==> config.mk <==
export PLATFORM = sky130hd
export DESIGN_NAME = constraint_sampler_driver
export DESIGN_NICKNAME = d
export VERILOG_FILES = /design/src/rtl/constraint_sampler_driver.sv
export SDC_FILE = /design/constraint.sdc
export NUM_CORES = 2
export LEC_CHECK = 0
export CAP_MARGIN = 15
export CORE_AREA = 5 5 463 465
export CTS_BUF_LIST = sky130_fd_sc_hd__clkbuf_2
export DETAILED_ROUTE_END_ITERATION = 6
export DIE_AREA = 0 0 468 470
export GPL_TIMING_DRIVEN = 0
export SETUP_SLACK_MARGIN = 0.02
export SYNTH_ARGS = -nofsm -noshare
export SYNTH_HDL_FRONTEND = slang
export SYNTH_SLANG_ARGS = --single-unit
==> constraint.sdc <==
create_clock -name clk -period 3.55 [get_ports clk]
set_input_delay 1.065 -clock clk [delete_from_list [all_inputs] [get_ports clk]]
set_output_delay 1.065 -clock clk [all_outputs]
set_load 0.01 [all_outputs]
==> src/rtl/constraint_sampler_driver.sv <==
// Stimulus stage for generated constraint checkers: fills candidates from an xorshift64
// generator, retries until the checker accepts, and hands accepted candidates off over valid/ready.
module constraint_sampler_driver #(
    parameter int          VEC_W     = 551,
    parameter logic [63:0] SEED      = 64'h0123_4567_89AB_CDEF,
    parameter int          MAX_TRIES = 1024,
    parameter int          CNT_W     = 32
) (
    input  logic             clk,
    input  logic             rst,
    input  logic             start,
    input  logic [15:0]      num_samples,
    output logic [VEC_W-1:0] cand_o,
    input  logic             x_i,
    output logic             sample_valid,
    input  logic             sample_ready,
    output logic [VEC_W-1:0] sample_data,
    output logic             busy,
    output logic             done,
    output logic             fail,
    output logic [CNT_W-1:0] tries_total,
    output logic [CNT_W-1:0] hits
);

    localparam int NW   = (VEC_W + 63) / 64;
    localparam int WC_W = (NW > 1) ? $clog2(NW) : 1;
    localparam int RJ_W = (MAX_TRIES > 1) ? $clog2(MAX_TRIES) : 1;
    localparam logic [63:0]     EFF_SEED = (SEED == 64'd0) ? 64'h9E37_79B9_7F4A_7C15 : SEED;
    localparam logic [WC_W-1:0] WC_LAST  = WC_W'(NW - 1);
    localparam logic [RJ_W-1:0] REJ_LAST = RJ_W'(MAX_TRIES - 1);

    typedef enum logic [2:0] {IDLE, FILL, CHECK, EMIT, DONE} state_t;

    state_t           state;
    logic [63:0]      s;
    logic [63:0]      t1;
    logic [63:0]      t2;
    logic [63:0]      s_next;
    logic [VEC_W-1:0] cand;
    logic [WC_W-1:0]  word_cnt;
    logic [RJ_W-1:0]  rej;
    logic [15:0]      target;
    logic [CNT_W-1:0] hits_inc;
    logic [CNT_W-1:0] tries_inc;

    always_comb begin
        t1        = s ^ (s << 13);
        t2        = t1 ^ (t1 >> 7);
        s_next    = t2 ^ (t2 << 17);
        hits_inc  = (&hits) ? hits : hits + CNT_W'(1);
        tries_inc = (&tries_total) ? tries_total : tries_total + CNT_W'(1);
    end

    // The candidate register is the only source for both the checker and the consumer.
    assign cand_o      = cand;
    assign sample_data = cand;

    always_ff @(posedge clk) begin
        if (rst) begin
            state        <= IDLE;
            s            <= EFF_SEED;
            cand         <= '0;
            word_cnt     <= '0;
            rej          <= '0;
            target       <= '0;
            tries_total  <= '0;
            hits         <= '0;
            busy         <= 1'b0;
            done         <= 1'b0;
            fail         <= 1'b0;
            sample_valid <= 1'b0;
        end else begin
            done <= 1'b0;
            case (state)
                IDLE: begin
                    if (start) begin
                        tries_total <= '0;
                        hits        <= '0;
                        fail        <= 1'b0;
                        rej         <= '0;
                        word_cnt    <= '0;
                        target      <= num_samples;
                        if (num_samples == 16'd0) begin
                            state <= DONE;
                            done  <= 1'b1;
                        end else begin
                            state <= FILL;
                            busy  <= 1'b1;
                        end
                    end
                end
                FILL: begin
                    // Shifting whole words up drops the excess bits of the oldest word.
                    s    <= s_next;
                    cand <= VEC_W'({cand, s_next});
                    if (word_cnt == WC_LAST) begin
                        word_cnt <= '0;
                        state    <= CHECK;
                    end else begin
                        word_cnt <= word_cnt + WC_W'(1);
                    end
                end
                CHECK: begin
                    tries_total <= tries_inc;
                    if (x_i) begin
                        rej          <= '0;
                        state        <= EMIT;
                        sample_valid <= 1'b1;
                    end else if (rej == REJ_LAST) begin
                        fail  <= 1'b1;
                        state <= DONE;
                        done  <= 1'b1;
                        busy  <= 1'b0;
                    end else begin
                        rej   <= rej + RJ_W'(1);
                        state <= FILL;
                    end
                end
                EMIT: begin
                    if (sample_ready) begin
                        hits         <= hits_inc;
                        sample_valid <= 1'b0;
                        if (hits_inc == CNT_W'(target)) begin
                            state <= DONE;
                            done  <= 1'b1;
                            busy  <= 1'b0;
                        end else begin
                            state <= FILL;
                        end
                    end
                end
                DONE: begin
                    state <= IDLE;
                end
                default: begin
                    state <= IDLE;
                end
            endcase
        end
    end

endmodule
==> impl_metrics.toml <==
[sta]
clock.fmax_mhz = 284
finalMaxSlewViolations = 0
fin_setup_tns_ns = 0
slew_headroom_pct = 16.3
rsz0062_at_grt = "yes"
worstMarginPinSlew_ns = 1.26
setup_viol = 0
min_period_over_period_pct = 99.1
period_minus_slack_ns = 3.52
finClkSkew_ns = 0.193
setup_slack_ns = 0.0302
finalHoldViolations = 0

[power]
ir_worst_vdd_mv = 0.313
p_leak_nw = 25.9
cellPowerDensity_nw_per_um2 = 478
total_power_mw = 28.4

[setup_path]
max_stage_delay_ns = 0.42
slowest_stage = "dfxtp_4"
cp-start-kind = "flop"
worstPathRequired_ns = 2.48
worstPathArrival_ns = 2.45
cp-end-kind = "output pin"
crit_path_max_fanout = 2
path_cells = "buf_6 > buf_8"
crit_type = "reg -> out"

[place]
dp.cells = 8019
place_area_sq_um = 47300
dpl_worst_slack_ns = -1.11
place_congestion = 1.02
io_buffers = 1190
dpl.hpwl_microns = 208000

[logic_synthesis]
netlist_top_cells_count = "nand2_1 (1088), dfxtp_1 (684), buf_4 (586), a21oi_1 (581), clkbuf_1 (229)"
synthTopCellsByArea = "dfxtp_1 (43%), buf_4 (14%), nand2_1 (13%), a21oi_1 (9.2%), xnor2_1 (4.2%)"
synth.most_common_cell = "nand2_1"
ys_types = 68
synthArstFlopShare_pct = 0
yosys_warnings = 0
synth_edf_count = 0
synth_seq_cells = 684
ys.flop_type = "dfxtp_1"
synth.largest_area_cell = "dfxtp_1"
syn_avg_cell_area_sq_um = 7.87
synthCells = 4011
synth_top_area_share_pct = 43.4
synth_fp_nets = 4037
synth.cell_area_sq_um = 31600
synth_seq_area_share_pct = 43.4

[clock_network]
cts_tree = "done"
clock_sinks = 684
htree_num_levels = 4
path_clk_slew_ns = 0.11
clockRootBuffer = "clkbuf_2"
insertion_delay_ns = 1.75
cts_max_path_buffers = 3
cts_buffers = 196

[cells_and_area]
finalInstanceArea_sq_um = 59500
syn_to_final_growth_pct = 88.5
finalNonFillerCells = 8869
fillers = 22200
nets = 5946
drive_gt1_share_pct = 52.4

[floorplan]
std_cell_rows = 168
dieWidth_microns = 468
die_h_microns = 470
dieArea_sq_um = 220000
ioPinCount = 1191
initial_core_util_pct = 15.1
coreArea_sq_um = 209000

[global_route]
grt_pass1_vias = 35700
antenna_found_initial = 21
grt_overflow = 0
gr-usage-all-layers_pct = 22.9
grt_max_degree = 18
grt_pass1_wl_microns = 338000

[detailed_routing]
vias = 37700
viasPerCell = 4.25
route.detailed.drc = 8
drt-wirelength-per-cell_microns = 30.0
detail-route-antenna-nets = 0
drt-pass1-iter-count = 7
wl_microns = 266000
drt_iter0_drc = 3783

[hold_path]
hold_path_class = "reg -> reg"

[flow_run]
maxCapViolCount = 0

[run_status]
violations = "DRC"
status = "finished, violations left"
layer usage:
layer | track usage [%] | wire length, microns
met1 | 26.8 | 102000
met2 | 36.9 | 121000
met3 | 5.92 | 23200
met4 | 14.8 | 20400
met5 | 0 | 86
area by class of cell:
class	count	area [sq um]	area share [%]
clock inverter	48	330	0.555
antenna	15	37.5	0.0631
sequential	684	15800	26.6
multi-input combinational	2480	12500	21.0
timing repair buffer	1862	20100	33.8
tap	2805	3510	5.90
clock buffer	279	1400	2.35
inverter	14	52.6	0.0883
buffer	682	5770	9.68
final timing paths:
kind	end	startpoint	cells after the start	slack, ns
worst max-delay path	cand_o[292]	cand_o[292]$_SDFFE_PP0P_	2	0.03
worst min register to register	cand_o[360]$_SDFFE_PP0P_	cand_o[296]$_SDFFE_PP0P_	2	0.36
worst min-delay path	cand_o[360]$_SDFFE_PP0P_	cand_o[296]$_SDFFE_PP0P_	2	0.36
worst max register to register	done$_SDFF_PP0_	hits[19]$_SDFFE_PP0P_	11	0.17
flip-flops by register name (all words and copies together) (netlist names):
signal / flops
cand_o: 520
s: 63
hits: 32
tries_total: 32
target: 16
rej: 10
word_cnt: 4
state: 3
busy: 1
done: 1
fail: 1
sample_valid: 1
where the power goes:
part / leakage, nW / internal, mW / switching, mW
Combinational: 18.6 / 5.25 / 7.89
Sequential: 6.00 / 8.11 / 0.988
Clock: 1.32 / 2.31 / 3.88
Total: 25.9 / 15.7 / 12.8
placed cells by master, fill, tap and decap left out, types with 86 or more instances in the layout:
| cell type | count |
|---|---|
| nand2_1 | 1088 |
| o21ai_0 | 103 |
| nor2_1 | 172 |
| dfxtp_4 | 543 |
| clkbuf_1 | 206 |
| dlymetal6s2s_1 | 86 |
| buf_6 | 1371 |
| clkbuf_2 | 404 |
| buf_12 | 132 |
| a21oi_1 | 581 |
| buf_4 | 466 |
| xnor2_1 | 151 |
| xor2_1 | 93 |
kinds of logic (layout without fill, tap and decap cells):
kind of cell             count (synthesis)  after routing  share of synthesized area (%)
AND/OR/NAND/NOR                       1472           1472                           19.6
buffers and inverters                  847           2885                           17.2
AO/OA/AOI/OAI                          753            753                           12.6
flip-flops                             684            684                           43.4
XOR/XNOR                               245            245                           6.84
adder cells (fa/ha/maj)                  5              5                          0.198
multiplexers                             5              5                          0.158
other                                    0             15                              0
worst max-delay path, delay by kind of cell, from the launching register on:
kind | cells | cell delay [ns]
DFF | 1 | 0.42
buffers and inverters | 2 | 0.27
metrics by stage:
stage | utilization [%] | hold WS [ns]
6_report | 28.5 | 0.355
5_1_grt | 28.5 | 0.152
4_1_cts | 26.4 | 0.0217
3_5_place_dp | 22.6 | 0.467
3_3_place_gp | 22.5 | 0.457
2_1_floorplan | - | 0.436
repair_timing:
item                       4_1_cts  5_1_grt
setup buffers                  406      266
gates resized for setup       4172     3456
pin swaps                        0        1
hold buffers                    18        0
cloned                           0        0
setup endpoints to repair     1322     1504
hold endpoints to repair        21        0
(Power assumes the default switching activity.)
